[src/rtl/pixel_seq_pkg.sv]
// Shared types and defaults for the pixel array sequencer.
package pixel_seq_pkg;
  localparam int DATA_W_DEF     = 8;
  localparam int ERASE_CYC_DEF  = 5;
  localparam int EXPOSE_CYC_DEF = 255;
  localparam int CNT_W          = 16;

  typedef enum logic [2:0] {
    ST_IDLE, ST_ERASE, ST_EXPOSE, ST_CONVERT, ST_RD_SETTLE, ST_RD_SAMPLE, ST_RD_HOLD
  } state_t;

  typedef struct packed {
    logic erase;
    logic expose;
    logic data_oe;
    logic pix_valid;
    logic busy;
  } ctrl_t;
endpackage

[src/rtl/seq_counter.sv]
// 16-bit loadable up-counter; tc flags cnt == term. nxt exposes the D input so
// the owner can register outputs in step with the count.
module seq_counter import pixel_seq_pkg::*; (
  input  logic             clk,
  input  logic             rst_n,
  input  logic             load,
  input  logic [CNT_W-1:0] load_val,
  input  logic             en,
  input  logic [CNT_W-1:0] term,
  output logic [CNT_W-1:0] nxt,
  output logic             tc
);
  logic [CNT_W-1:0] cnt;

  always_comb begin
    nxt = cnt;
    if (load)    nxt = load_val;
    else if (en) nxt = cnt + CNT_W'(1);
  end

  always_ff @(posedge clk or negedge rst_n)
    if (!rst_n) cnt <= '0;
    else        cnt <= nxt;

  assign tc = (cnt == term);
endmodule

[src/rtl/pixel_sequencer.sv]
// Erase / expose / ramp-convert / read-out sequencer for a 4-pixel array.
// Outputs are registered from the next-state decode, so they are glitch-free Moore.
module pixel_sequencer import pixel_seq_pkg::*; #(
  parameter int ERASE_CYC  = ERASE_CYC_DEF,
  parameter int EXPOSE_CYC = EXPOSE_CYC_DEF,
  parameter int DATA_W     = DATA_W_DEF
) (
  input  logic              clk,
  input  logic              rst_n,
  input  logic              start,
  output logic              erase,
  output logic              expose,
  output logic [3:0]        read,
  output logic [DATA_W-1:0] data_drv,
  output logic              data_oe,
  input  logic [DATA_W-1:0] data_in,
  output logic [DATA_W-1:0] pix_data,
  output logic [1:0]        pix_idx,
  output logic              pix_valid,
  input  logic              pix_ready,
  output logic              busy
);
  localparam logic [CNT_W-1:0] ERASE_TERM  = 16'(ERASE_CYC - 1);
  localparam logic [CNT_W-1:0] EXPOSE_TERM = 16'(EXPOSE_CYC - 1);
  localparam logic [CNT_W-1:0] CONV_TERM   = 16'((1 << DATA_W) - 1);

  state_t           st, st_nxt;
  logic [1:0]       idx, idx_nxt;
  logic             cnt_load, cnt_en, tc;
  logic [CNT_W-1:0] term, cnt_nxt;
  ctrl_t            ctrl, ctrl_nxt;
  logic [3:0]       read_nxt;
  logic [DATA_W-1:0] drv_nxt;

  seq_counter u_cnt (
    .clk(clk), .rst_n(rst_n), .load(cnt_load), .load_val('0),
    .en(cnt_en), .term(term), .nxt(cnt_nxt), .tc(tc)
  );

  always_ff @(posedge clk or negedge rst_n)
    if (!rst_n) begin
      st  <= ST_IDLE;
      idx <= '0;
    end else begin
      st  <= st_nxt;
      idx <= idx_nxt;
    end

  // Each timed phase restarts the shared counter from 0 on entry.
  always_comb begin
    st_nxt   = st;
    idx_nxt  = idx;
    cnt_load = 1'b0;
    cnt_en   = 1'b0;
    term     = '0;
    case (st)
      ST_IDLE:
        if (start) begin st_nxt = ST_ERASE; cnt_load = 1'b1; end
      ST_ERASE: begin
        term = ERASE_TERM;
        if (tc) begin st_nxt = ST_EXPOSE; cnt_load = 1'b1; end
        else cnt_en = 1'b1;
      end
      ST_EXPOSE: begin
        term = EXPOSE_TERM;
        if (tc) begin st_nxt = ST_CONVERT; cnt_load = 1'b1; end
        else cnt_en = 1'b1;
      end
      ST_CONVERT: begin
        term = CONV_TERM;
        if (tc) begin st_nxt = ST_RD_SETTLE; idx_nxt = '0; end
        else cnt_en = 1'b1;
      end
      ST_RD_SETTLE: st_nxt = ST_RD_SAMPLE;
      ST_RD_SAMPLE: st_nxt = ST_RD_HOLD;
      ST_RD_HOLD:
        if (pix_ready) begin
          if (idx == 2'd3) st_nxt = ST_IDLE;
          else begin st_nxt = ST_RD_SETTLE; idx_nxt = idx + 2'd1; end
        end
      default: st_nxt = ST_IDLE;
    endcase
  end

  always_comb begin
    ctrl_nxt.erase     = (st_nxt == ST_ERASE);
    ctrl_nxt.expose    = (st_nxt == ST_EXPOSE);
    ctrl_nxt.data_oe   = (st_nxt == ST_CONVERT);
    ctrl_nxt.pix_valid = (st_nxt == ST_RD_HOLD);
    ctrl_nxt.busy      = (st_nxt != ST_IDLE);
    read_nxt = '0;
    if (st_nxt == ST_RD_SETTLE || st_nxt == ST_RD_SAMPLE) read_nxt = 4'b0001 << idx_nxt;
    drv_nxt = (st_nxt == ST_CONVERT) ? DATA_W'(cnt_nxt) : '0;
  end

  always_ff @(posedge clk or negedge rst_n)
    if (!rst_n) begin
      ctrl     <= '0;
      read     <= '0;
      data_drv <= '0;
      pix_data <= '0;
      pix_idx  <= '0;
    end else begin
      ctrl     <= ctrl_nxt;
      read     <= read_nxt;
      data_drv <= drv_nxt;
      if (st == ST_RD_SAMPLE) begin
        pix_data <= data_in;
        pix_idx  <= idx;
      end
    end

  assign erase     = ctrl.erase;
  assign expose    = ctrl.expose;
  assign data_oe   = ctrl.data_oe;
  assign pix_valid = ctrl.pix_valid;
  assign busy      = ctrl.busy;
endmodule

[config.mk]
export PLATFORM = sky130hd
export DESIGN_NAME = pixel_sequencer
export DESIGN_NICKNAME = d
export VERILOG_FILES = /design/src/rtl/pixel_seq_pkg.sv /design/src/rtl/seq_counter.sv /design/src/rtl/pixel_sequencer.sv
export SDC_FILE = /design/constraint.sdc
export NUM_CORES = 1
export LEC_CHECK = 0
export BUFFER_PORTS_ARGS = -buffer_cell sky130_fd_sc_hd__buf_4
export CAP_MARGIN = 20
export CORE_MARGIN = 10
export CORE_UTILIZATION = 45
export CTS_BUF_LIST = sky130_fd_sc_hd__clkbuf_16
export CTS_CLUSTER_DIAMETER = 80
export CTS_CLUSTER_SIZE = 10
export DETAILED_ROUTE_END_ITERATION = 10
export GPL_ROUTABILITY_DRIVEN = 1
export PLACE_DENSITY = 0.68
export SYNTH_ARGS = -nofsm -noshare
export SYNTH_HDL_FRONTEND = slang
export SYNTH_HIERARCHICAL = 1
export SYNTH_SLANG_ARGS = --single-unit
[constraint.sdc]
create_clock -name clk -period 5.5 [get_ports clk]
set_input_delay 0 -clock clk [delete_from_list [all_inputs] [get_ports clk]]
set_output_delay 0 -clock clk [all_outputs]
set_load 0.1 [all_outputs]
# [Yosys cells after proc, flatten, opt, wreduce, memory -nomap -nowiden]
# Cells that the tools add are included.
[classes] addsub=2 eq_ne=14 n_shift=1 muxes=21 reduce_logical=6
[ops] op="2-to-1 mux 16 bit" count=2
[ops] op="case mux 8 bit (3 select lines)" count=1
[ops] op="case mux 3 bit (7 select lines)" count=1
[ops] op="== test 3 bit (second input constant)" count=6
[ops] op="2-to-1 mux 3 bit" count=6
[ops] op="adder 16 x 1 -> 16 bit (second input constant)" count=1
[ops] op="== test 16 x 8 -> 1 bit" count=1
[ops] op="== test 3 x 2 -> 1 bit (second input constant)" count=4
[ops] op="2-to-1 mux 8 bit" count=1
[ops] op="== test 3 x 1 -> 1 bit (second input constant)" count=2
[ops] op="2-to-1 mux 2 bit" count=3
[ops] op="2-to-1 mux 1 bit" count=4
[ops] op="2-to-1 mux 4 bit" count=1
[ops] op="case mux 2 bit (2 select lines)" count=1
[ops] op="left shift 1 x 2 -> 4 bit (first input constant)" count=1
[ops] op="logical NOT 3 bit" count=1
[ops] op="nonzero test 3 bit" count=1
[ops] op="OR reduction 3 bit" count=1
[ops] op="adder 2 x 1 -> 2 bit (second input constant)" count=1
[ops] op="== test 2 bit (second input constant)" count=1
[ops] op="case mux 1 bit (2 select lines)" count=1
[ops] op="nonzero test 2 bit" count=1
[ops] op="OR reduction 2 bit" count=1
[ops] op="logical OR 1 bit" count=1
[totals] ff_bits=48 input_bits=12 out_inout_bits=27 elab_cells=57

# [Logic depth before layout (Yosys ltp)]
# Gate-level depths: netlist (run 1).
[depth] ltp_word=8 mapped_depth=15 ltp_nobuf=12

# [By module]
# The synthesis (run 1) kept the hierarchy.
[by_module_without_submodules] module="pixel_sequencer" instances=1 cells_per_inst=106 area_each_um2=1348.8 seq_area_each_um2=800.8
[by_module_without_submodules] module="seq_counter" instances=1 cells_per_inst=118 area_each_um2=1089.8 seq_area_each_um2=400.4

# [Worst setup path after synthesis (run 1)]
# Ideal clock, no wire load.
[synth_timing] path_kind="register to register" start="register st[2]" end="register u_cnt.cnt[13]" setup_time_ns=0.125 t_arrival_ns=2.890 required_time_ns=5.375 slack_ns=2.485 path_stages_with_launch=14 path_buffers=4 synth_period_minus_slack_ns=3.015 cell_sequence="dfrtp_1 buf_6 clkbuf_8 nor2_1 and2_1 xnor2_1 nand4_1 nor4_1 buf_6 mux2_2 nand2_1 a21oi_1 clkbuf_1 mux2_2"
[synth_between] elab_chain_len=6 elab_cells_between_ends=14 classes_between="4 x eq/ne; 6 x mux; 4 x reduce/logical"
[synth_lines] element="from (decl)" line="pixel_sequencer.sv:27" text="state_t st, st_nxt;"
[synth_lines] element="from (signal assigned)" line="pixel_sequencer.sv:45" text="st <= st_nxt;"
[synth_lines] element="== test 3 x 2 -> 1 bit / == test 3 x 1 -> 1 bit (equally long branches)" line="pixel_sequencer.sv:56" text="case (st)"
[synth_lines] element="case mux 8 bit (3 select lines) (*)" line="pixel_sequencer.sv:56"
[synth_lines] element="via term[1]" line="pixel_sequencer.sv:30" text="logic [CNT_W-1:0] term, cnt_nxt;"
[synth_lines] element="== test 16 x 8 -> 1 bit (*)" line="seq_counter.sv:25" text="assign tc = (cnt == term);"
[synth_lines] element="via tc" line="pixel_sequencer.sv:29" text="logic cnt_load, cnt_en, tc;"
[synth_lines] element="2-to-1 mux 1 bit (*)" line="pixel_sequencer.sv:61, pixel_sequencer.sv:66"
[synth_lines] element="case mux 1 bit (2 select lines) (*)" line="pixel_sequencer.sv:56"
[synth_lines] element="via cnt_load" line="pixel_sequencer.sv:29"
[synth_lines] element="2-to-1 mux 16 bit (*)" line="seq_counter.sv:17" text="if (load) nxt = load_val;"
[synth_lines] element="via cnt_nxt[13]" line="pixel_sequencer.sv:30"
[synth_lines] element="to (signal assigned)" line="seq_counter.sv:23" text="else cnt <= nxt;"
[synth_lines] element="to (decl)" line="seq_counter.sv:13" text="logic [CNT_W-1:0] cnt;"
# The timed path passes the listed nets; every way through them passes the cells marked *.
# A chain may end at the register's enable or synchronous reset.

# [Worst setup path after layout (run 1)]
[layout_timing] start="register st[1]" end="register u_cnt.cnt[14]"
[layout_between] elab_chain_len=6 elab_cells_between_ends=14 classes_between="4 x eq/ne; 6 x mux; 4 x reduce/logical"
[layout_lines] element="== test 3 x 2 -> 1 bit / == test 3 x 1 -> 1 bit (equally long branches)" line="pixel_sequencer.sv:56"
[layout_lines] element="case mux 8 bit (3 select lines) (*)" line="pixel_sequencer.sv:56"
[layout_lines] element="via term[1]" line="pixel_sequencer.sv:30"
[layout_lines] element="== test 16 x 8 -> 1 bit (*)" line="seq_counter.sv:25"
[layout_lines] element="via tc" line="pixel_sequencer.sv:29"
[layout_lines] element="2-to-1 mux 1 bit (*)" line="pixel_sequencer.sv:61, pixel_sequencer.sv:66, pixel_sequencer.sv:71"
[layout_lines] element="2-to-1 mux 1 bit (*)"
[layout_lines] element="via cnt_en" line="pixel_sequencer.sv:29"
[layout_lines] element="nonzero test 2 bit (no line) (*)"
# Marks and branches as above.

==> impl_metrics.py, run 1 <==
metrics = {
    "sta": {
        "finalMaxSlewViolations": 0,
        "slew_headroom_pct": 49.1,
        "hold_ws_ns": 0.0217,
        "rsz0062_at_grt": "false",
        "fmax_ghz": 0.280,
        "skew_ns": 0.00347,
        "fin_crit_sh_pct": 64.8,
        "timing.final.crit_period_ns": 3.57,
        "setup_tns_ns": 0,
        "setup_slack_ns": 1.93,
        "worst_pin_slew_ns": 0.758,
        "hold_violations": 0,
        "setup_viol": 0,
    },
    "detailed_routing": {
        "ant_nets": 0,
        "vias": 1719,
        "drt-wirelength-per-cell_um": 12.7,
        "drt_drc_violations_left": 0,
        "finalWirelength_um": 4610,
        "first_iter_violations": 67,
        "via_per_inst": 4.75,
        "first_pass_iters": 4,
    },
    "clocking": {
        "root_buffer": "clkbuf_16",
        "cts_setup_buffers": 0,
        "htree_num_levels": 2,
        "clk_latency_ns": 0.28,
        "clockBufferDepth": 2,
        "cts-resized-gates": 0,
        "cts_tree": "built",
        "clkSinkCount": 48,
        "cts_buffers": 5,
        "cts.clk_slew.worst_paths_ns": 0.06,
    },
    "placed_design": {
        "dpl-instance-area_um2": 2830,
        "dp_hpwl_um": 3230,
        "place.gp.congestion": 0.750,
        "portBuffers": 38,
        "post-place-ws_ns": 1.94,
    },
    "grt": {
        "globalRouteTotalUtil_pct": 11.0,
        "overflow": 0,
        "grt_pass1_vias": 1688,
        "antenna_found_initial": 0,
        "grt_max_degree": 49,
        "met2_usage_pct": 17.4,
        "grt_use_met1_pct": 13.5,
        "gr-max-usage-layer": "met2",
        "grtUsageMet3_pct": 4.08,
        "grt_pass1_wl_um": 7940,
    },
    "floorplan": {
        "die_x_um": 93.6,
        "num_rows": 26,
        "die-area_um2": 8760,
        "ios": 39,
        "die_height_um": 93.6,
        "start_util_pct": 47.1,
        "core_um2": 5170,
    },
    "layout": {
        "fin_nets": 304,
        "drive_gt1_share_pct": 26.4,
        "final_cell_mix": "dfrtp_1, buf_4, xnor2_1, conb_1, nand2_1",
        "design_area_um2": 3090,
        "antenna_cells": 0,
        "final_common_cell": "dfrtp_1",
        "syn_to_final_growth_pct": 26.6,
    },
    "setup_path": {
        "slowest_delay_ns": 0.62,
        "crit_fanout": 10,
        "crit_family": "simple AND/OR/NAND/NOR gates",
        "critPathCaptureType": "flip-flop",
        "arrival_ns": 3.74,
        "crit_required_ns": 5.67,
        "slowest_stage": "nor3_1",
        "path_cells": "inv_2 > nor2_1 > and2_1 > xnor2_1 > nand4_1 > nor4_1 > buf_4 > nor3_1 > nand3_1 > nor4_2 > xor2_1 > mux2_2",
        "crit_buf_inv": 2,
        "critPathLaunchType": "flip-flop",
        "crit_type": "flip-flop to flip-flop",
    },
    "logic_synthesis": {
        "ys_ff_latch": 48,
        "ys_async_sr_fraction_pct": 100,
        "netlist_area_um2": 2440,
        "syn_avg_cell_area_um2": 10.9,
        "synth_warnings": 6,
        "synth_cell_type_count": 51,
        "yosys_most_used_dff": "dfrtp_1",
        "synth_edf_count": 0,
        "synth_seq_area_share_pct": 49.3,
        "syn_inst": 224,
    },
    "worst_hold_path": {
        "hold_class": "input pin to flip-flop",
    },
    "outcome": {
        "status": "completed",
    },
    "pwr": {
        "leakage_nw": 1.36,
        "peakVddDrop_v": 0.000222,
        "powerDensity_nw_per_um2": 350,
    },
    "flow_run": {
        "maxCapViolations": 0,
    },
}
-- stage by stage --
step | power, W | instances | util, %
after global placement | 0.000744 | 345 | 54.8
after CTS | 0.00110 | 362 | 59.7
final | 0.00108 | 362 | 59.7
after global routing | 0.00114 | 362 | 59.7
after floorplan | 0.000691 | 247 | -
after detailed placement | 0.000749 | 345 | 54.8
-- synthesized netlist by cell type (3+ instances only) --
master | instances | area [µm²]
o21ai_0 | 11 | 55.1
o21ai_1 | 6 | 30.0
xor2_1 | 6 | 52.6
nor3_1 | 6 | 30.0
buf_6 | 3 | 33.8
mux2_2 | 13 | 146
nand2_1 | 21 | 78.8
nand4_1 | 6 | 37.5
nor4_2 | 4 | 50.1
xnor2_1 | 26 | 228
nor2_1 | 11 | 41.3
and2_1 | 9 | 56.3
buf_2 | 4 | 20.0
nand3_1 | 4 | 20.0
dfrtp_1 | 48 | 1200
clkbuf_1 | 4 | 15.0
nor2b_1 | 4 | 25.0
-- sequential cells by signal, summed over array words and instances (netlist names), 2 cells and up --
signal     count
st             3
pix_data       8
idx            2
read           4
pix_idx        2
data_drv       8
u_cnt/cnt     16
-- where the power goes --
part,internal (W),switching [W]
Clock,0.000212,0.000123
Combinational,0.000115,0.000139
Sequential,0.000405,0.0000859
-- worst paths after layout --
path	start	endpoint	slack (ns)	cells after the start
min reg2reg	pix_data[5]	pix_data[5]	0.51	1
max in group asynchronous	rst_n	data_drv[3]	4.84	2
min	pix_ready	idx[1]	0.02	3
min in group asynchronous	rst_n	idx[0]	0.27	2
max reg2reg	st[1]	u_cnt/cnt[14]	1.93	12
max	st[1]	u_cnt/cnt[14]	1.93	12
-- logic make-up (layout without fill, tap and decap cells) --
kind of cell | after synthesis | in the layout | synth area share, %
flops | 48 | 48 | 49.3
mux | 15 | 15 | 7.03
other cells | 1 | 24 | 0.154
simple gates | 83 | 83 | 20.6
buf+inv | 16 | 61 | 4.05
compound gates | 28 | 28 | 6.88
xor+xnor | 32 | 32 | 11.5
fa+ha+maj | 1 | 1 | 0.513
-- timing repair --
action                                  in CTS  in global routing
hold buffers                                 9                  0
hold endpoints to repair                    56                  0
endpoints found under the setup margin       0                  0
-- layout make-up --
cell class	count	area (µm²)
Fill cell	445	2090
Multi-Input combinational cell	183	1220
Sequential cell	48	1200
Timing Repair Buffer	50	398
Clock buffer	5	125
Tap cell	70	87.6
Clock inverter	3	38.8
Inverter	3	11.3
-- metal layers --
metal / part of all wire, % / vias to the layer above
li1: - / 872
met4: 0.91 / 0
met3: 6.0 / 4
met5: 0 / -
met1: 48 / 806
met2: 45 / 37
-- tightest hold or removal path, delay by kind of cell --
family,cells,cell delay (ns)
AOI/OAI and AO/OA,1,0.06
buffers and inverters,1,0.13
and+or+nand+nor,1,0.06
(Power assumes the default switching activity.)
==> run 2: changes to the inputs <==
- PLACE_DENSITY: 0.68 -> 0.7
- clock period: 5.5 -> 3 ns (I/O delays scaled with it)
==> run 2 against run 1 <==
Compared with the run above:
- global-route usage grew 0.73 points
- register-to-register slack lost 1.6 ns
- critical path type unchanged
- utilization grew 0.85 points
- clock skew grew 0.0010 ns
- via count grew 0.35%
- total power grew 84%
- die area is the same
- sequential share of layout area shrank 0.54 points
- count of clock-buffer cells in the layout is the same
- worst hold slack gained 0.0041 ns
- first-iteration DRC count shrank 24%
- critical endpoint is now data_drv[5]
- sequential power grew 82%
==> impl_metrics.py, run 2 (synthesis results as in run 1) <==
metrics = {
    "layout": {
        "fin_nets": 309,
        "regMostFlops": "u_cnt/cnt",
        "largest_reg_flops": 16,
        "drive_gt1_share_pct": 28.3,
        "reg_top3": "u_cnt/cnt x16, data_drv x8, pix_data x8",
        "syn_to_final_growth_pct": 28.4,
        "final_cell_mix": "dfrtp_1, buf_4, xnor2_1, conb_1, nand2_1",
        "antenna_cells": 0,
        "final_common_cell": "dfrtp_1",
    },
    "clocking": {
        "cts_buffers": 5,
        "clkSinkCount": 48,
        "cts_tree": "built",
        "clockBufferDepth": 2,
        "cts-resized-gates": 0,
        "clk_latency_ns": 0.29,
        "cts_setup_buffers": 0,
        "cts.clk_slew.worst_paths_ns": 0.06,
        "hold_buffers": 9,
        "htree_num_levels": 2,
        "root_buffer": "clkbuf_16",
    },
    "floorplan": {
        "die_height_um": 93.6,
        "die_x_um": 93.6,
        "start_util_pct": 47.1,
        "core_um2": 5170,
        "num_rows": 26,
        "die-area_um2": 8760,
        "ios": 39,
    },
    "setup_path": {
        "crit_required_ns": 3.18,
        "arrival_ns": 2.84,
        "critPathLaunchType": "flip-flop",
        "critPathCaptureType": "flip-flop",
        "crit_type": "flip-flop to flip-flop",
        "crit_fanout": 18,
    },
    "placed_design": {
        "post-place-ws_ns": 0.363,
        "dp_hpwl_um": 3350,
        "portBuffers": 38,
        "place.gp.congestion": 0.810,
    },
    "sta": {
        "timing.final.crit_period_ns": 2.66,
        "setup_slack_ns": 0.336,
        "fin_crit_sh_pct": 88.8,
        "worst_pin_slew_ns": 0.580,
        "rsz0062_at_grt": "false",
        "slew_headroom_pct": 61.3,
        "hold_violations": 0,
        "skew_ns": 0.00449,
        "setup_tns_ns": 0,
        "setup_viol": 0,
        "finalMaxSlewViolations": 0,
        "fmax_ghz": 0.375,
    },
    "detailed_routing": {
        "ant_nets": 0,
        "drt_drc_violations_left": 0,
        "first_pass_iters": 4,
        "drt-wirelength-per-cell_um": 13.0,
        "finalWirelength_um": 4770,
        "via_per_inst": 4.70,
        "vias": 1725,
        "first_iter_violations": 51,
    },
    "grt": {
        "grt_pass1_vias": 1756,
        "overflow": 0,
        "grt_max_degree": 49,
        "grt_pass1_wl_um": 8360,
        "globalRouteTotalUtil_pct": 11.7,
        "antenna_found_initial": 0,
    },
    "pwr": {
        "peakVddDrop_v": 0.000367,
        "powerDensity_nw_per_um2": 635,
        "p_switching_w": 0.000639,
        "p_clk_share_pct": 30.9,
        "p_comb_share_pct": 24.0,
        "leakage_nw": 1.38,
        "power_frac_seq_pct": 45.1,
        "internal_power_w": 0.00135,
        "switching_share_pct": 32.2,
    },
    "outcome": {
        "status": "completed",
    },
    "flow_run": {
        "maxCapViolations": 0,
    },
    "worst_hold_path": {
        "hold_class": "input pin to flip-flop",
    },
}
## run 2: worst paths after layout
kind	startpoint	to	slack [ns]	depth (start not counted)
hold reg to reg	pix_idx[0]	pix_idx[0]	0.51	1
max in group asynchronous	rst_n	u_cnt/cnt[12]	2.35	2
min in group asynchronous	rst_n	pix_data[0]	0.26	2
hold / removal	pix_ready	idx[1]	0.03	3
setup reg to reg	st[1]	data_drv[5]	0.34	13
setup / recovery	st[1]	data_drv[5]	0.34	13
## run 2: per-layer routing
layer	GRT usage (%)	vias to the layer above	part of all wire, %
li1	-	881	-
met1	13.9	795	46
met2	19.3	40	46
met3	4.24	9	6.3
met4	3.80	0	1.7
met5	0	-	0
## run 2: per-stage QoR
step | std cells | hold slack (ns) | cell area (µm²) | utilization [%] | power (W)
global route | 367 | 0.0683 | 3130 | 60.5 | 0.00211
detailed placement | 350 | 0.0480 | 2880 | 55.6 | 0.00137
floorplan | 247 | -0.296 | 2530 | - | 0.00127
CTS | 367 | 0.0330 | 3130 | 60.5 | 0.00201
finish | 367 | 0.0259 | 3130 | 60.5 | 0.00199
global placement | 350 | 0.0474 | 2880 | 55.6 | 0.00137
## run 2: critical path: stages (launching register included)
cell	delay [ns]
dfrtp_1	0.38
inv_2	0.08
nor2_2	0.12
buf_4	0.17
xnor2_1	0.12
nand4_1	0.10
nor4_1	0.38
buf_4	0.23
mux2_2	0.15
nand2_1	0.06
a21oi_2	0.22
buf_4	0.25
o21ai_0	0.14
and2_1	0.16
## run 2: layout make-up
cell class	count	area, µm²
Inverter	3	11.3
Sequential cell	48	1200
Clock inverter	3	38.8
Tap cell	70	87.6
Multi-Input combinational cell	183	1230
Timing Repair Buffer	55	435
Clock buffer	5	125
Fill cell	445	2040
## run 2: power by group through the flow
stage,sequential [W],clock [W],combinational [W]
CTS,0.000897,0.000626,0.000483
global route,0.000913,0.000660,0.000534
floorplan,0.000915,0,0.000352
global placement,0.000907,0,0.000462
detailed placement,0.000905,0,0.000469
finish,0.000896,0.000614,0.000477
==> run 3: changes to the inputs <==
- PLACE_DENSITY: 0.7 -> unset
- PLACE_DENSITY_LB_ADDON: unset -> 0.2
==> run 3 against run 2 <==
Compared with the run above:
- first-iteration DRC count grew 22%
- flip-flop and latch count unchanged
- worst setup slack improved by 0.056 ns
- die area unchanged
- register-to-register slack gained 0.06 ns
- sequential power is essentially flat
- clock power fell by 14%
- critical path depth is 1 lower
- critical path type unchanged
- largest power group unchanged
- highest routed layer unchanged
==> impl_metrics.py, run 3 (synthesis results as in run 1) <==
metrics = {
    "outcome": {
        "status": "completed",
    },
    "detailed_routing": {
        "first_pass_iters": 4,
        "drt-wirelength-per-cell_um": 12.8,
        "drt_drc_violations_left": 0,
        "finalWirelength_um": 4670,
        "vias": 1687,
        "ant_nets": 0,
        "first_iter_violations": 62,
        "via_per_inst": 4.62,
    },
    "grt": {
        "grt_pass1_wl_um": 8150,
        "grt_max_degree": 49,
        "overflow": 0,
        "grt_pass1_vias": 1765,
        "antenna_found_initial": 0,
        "globalRouteTotalUtil_pct": 11.5,
    },
    "pwr": {
        "peakVddDrop_v": 0.000373,
        "internal_power_w": 0.00126,
        "power_w": 0.00190,
        "power_frac_seq_pct": 47.1,
        "leakage_nw": 1.36,
        "p_switching_w": 0.000639,
        "p_clk_share_pct": 27.6,
        "powerDensity_nw_per_um2": 613,
        "switching_share_pct": 33.6,
        "p_comb_share_pct": 25.3,
    },
    "floorplan": {
        "die_height_um": 93.6,
        "num_rows": 26,
        "die_x_um": 93.6,
        "die-area_um2": 8760,
        "start_util_pct": 47.1,
        "ios": 39,
        "core_um2": 5170,
    },
    "layout": {
        "fin_nets": 308,
        "final_common_cell": "dfrtp_1",
        "syn_to_final_growth_pct": 27.0,
        "n_fill_cell": 432,
        "antenna_cells": 0,
        "final_cell_mix": "dfrtp_1, buf_4, xnor2_1, conb_1, nand2_1",
        "fin_util_pct": 59.9,
        "largest_reg_flops": 16,
        "regMostFlops": "u_cnt/cnt",
        "drive_gt1_share_pct": 27.8,
        "reg_top3": "u_cnt/cnt x16, data_drv x8, pix_data x8",
    },
    "setup_path": {
        "crit_required_ns": 3.17,
        "critPathCaptureType": "flip-flop",
        "arrival_ns": 2.78,
        "crit_fanout": 20,
        "crit_type": "flip-flop to flip-flop",
        "critPathLaunchType": "flip-flop",
    },
    "sta": {
        "setup_viol": 0,
        "slew_headroom_pct": 61.1,
        "hold_violations": 0,
        "fmax_ghz": 0.383,
        "skew_ns": 0.00331,
        "setup_slack_ns": 0.392,
        "setup_tns_ns": 0,
        "timing.final.crit_period_ns": 2.61,
        "fin_crit_sh_pct": 86.9,
        "worst_pin_slew_ns": 0.583,
        "finalMaxSlewViolations": 0,
        "rsz0062_at_grt": "false",
    },
    "clocking": {
        "cts.clk_slew.worst_paths_ns": 0.06,
        "root_buffer": "clkbuf_16",
        "clk_latency_ns": 0.28,
        "clkSinkCount": 48,
        "cts_buffers": 5,
        "clockBufferDepth": 2,
        "cts_tree": "built",
        "htree_num_levels": 2,
    },
    "placed_design": {
        "post-place-ws_ns": 0.270,
        "place.gp.congestion": 0.746,
        "dp_hpwl_um": 3300,
        "portBuffers": 38,
    },
    "flow_run": {
        "maxCapViolations": 0,
    },
    "worst_hold_path": {
        "hold_class": "input pin to flip-flop",
    },
}
run 3: area by class of cell:
class                      instances  area, µm²  area share [%]
clock buffer                       5        125            4.04
tap                               70       87.6            2.83
inverter                           3       11.3           0.363
multi-input combinational        183       1230            39.8
clock inverter                     2       12.5           0.404
sequential                        48       1200            38.8
timing repair buffer              54        428            13.8
run 3: per-layer routing:
metal  GRT usage (%)  part of all wire (%)  vias to the layer above
met5               0                     0                        -
met4            4.68                   1.5                        0
met3            4.00                   5.9                        5
met2            19.6                    49                       30
met1            12.9                    44                      770
li1                -                     -                      882
run 3: timing repair:
action                                 CTS  global route
setup buffers                            0             0
hold buffers                             9             0
endpoints found under the hold margin   56             0
setup endpoints to repair                0             7
resized for setup                        0             1
run 3: power by group through the flow:
stage	clock, W	sequential (W)	combinational, W
3_5_place_dp	0	0.000905	0.000476
2_1_floorplan	0	0.000915	0.000352
5_1_grt	0.000577	0.000910	0.000534
6_report	0.000526	0.000895	0.000480
4_1_cts	0.000545	0.000895	0.000489
3_3_place_gp	0	0.000905	0.000467
run 3: critical path, stage by stage, from the launching register on:
cell	delay, ns
dfrtp_1	0.36
inv_2	0.08
nor2_4	0.24
and2_1	0.18
xnor2_1	0.12
nand4_1	0.09
nor4_1	0.26
buf_4	0.20
mux2_2	0.15
nand2_1	0.05
a21oi_1	0.16
buf_4	0.25
mux2_2	0.36
run 3: worst paths after layout:
kind | startpoint | endpoint | slack (ns) | cells after the start
setup / recovery | st[1] | u_cnt/cnt[14] | 0.39 | 12
hold / removal | pix_ready | idx[1] | 0.02 | 3
setup reg to reg | st[1] | u_cnt/cnt[14] | 0.39 | 12
hold reg to reg | pix_data[6] | pix_data[6] | 0.51 | 1
max in group asynchronous | rst_n | u_cnt/cnt[13] | 2.34 | 2
min in group asynchronous | rst_n | pix_data[5] | 0.27 | 2
run 3: through the flow:
step / cell area, µm² / instances / hold slack (ns)
floorplan: 2530 / 247 / -0.296
global placement: 2870 / 349 / 0.0477
detailed placement: 2870 / 349 / 0.0560
CTS: 3090 / 365 / 0.0194
global route: 3100 / 365 / 0.0745
finish: 3100 / 365 / 0.0236
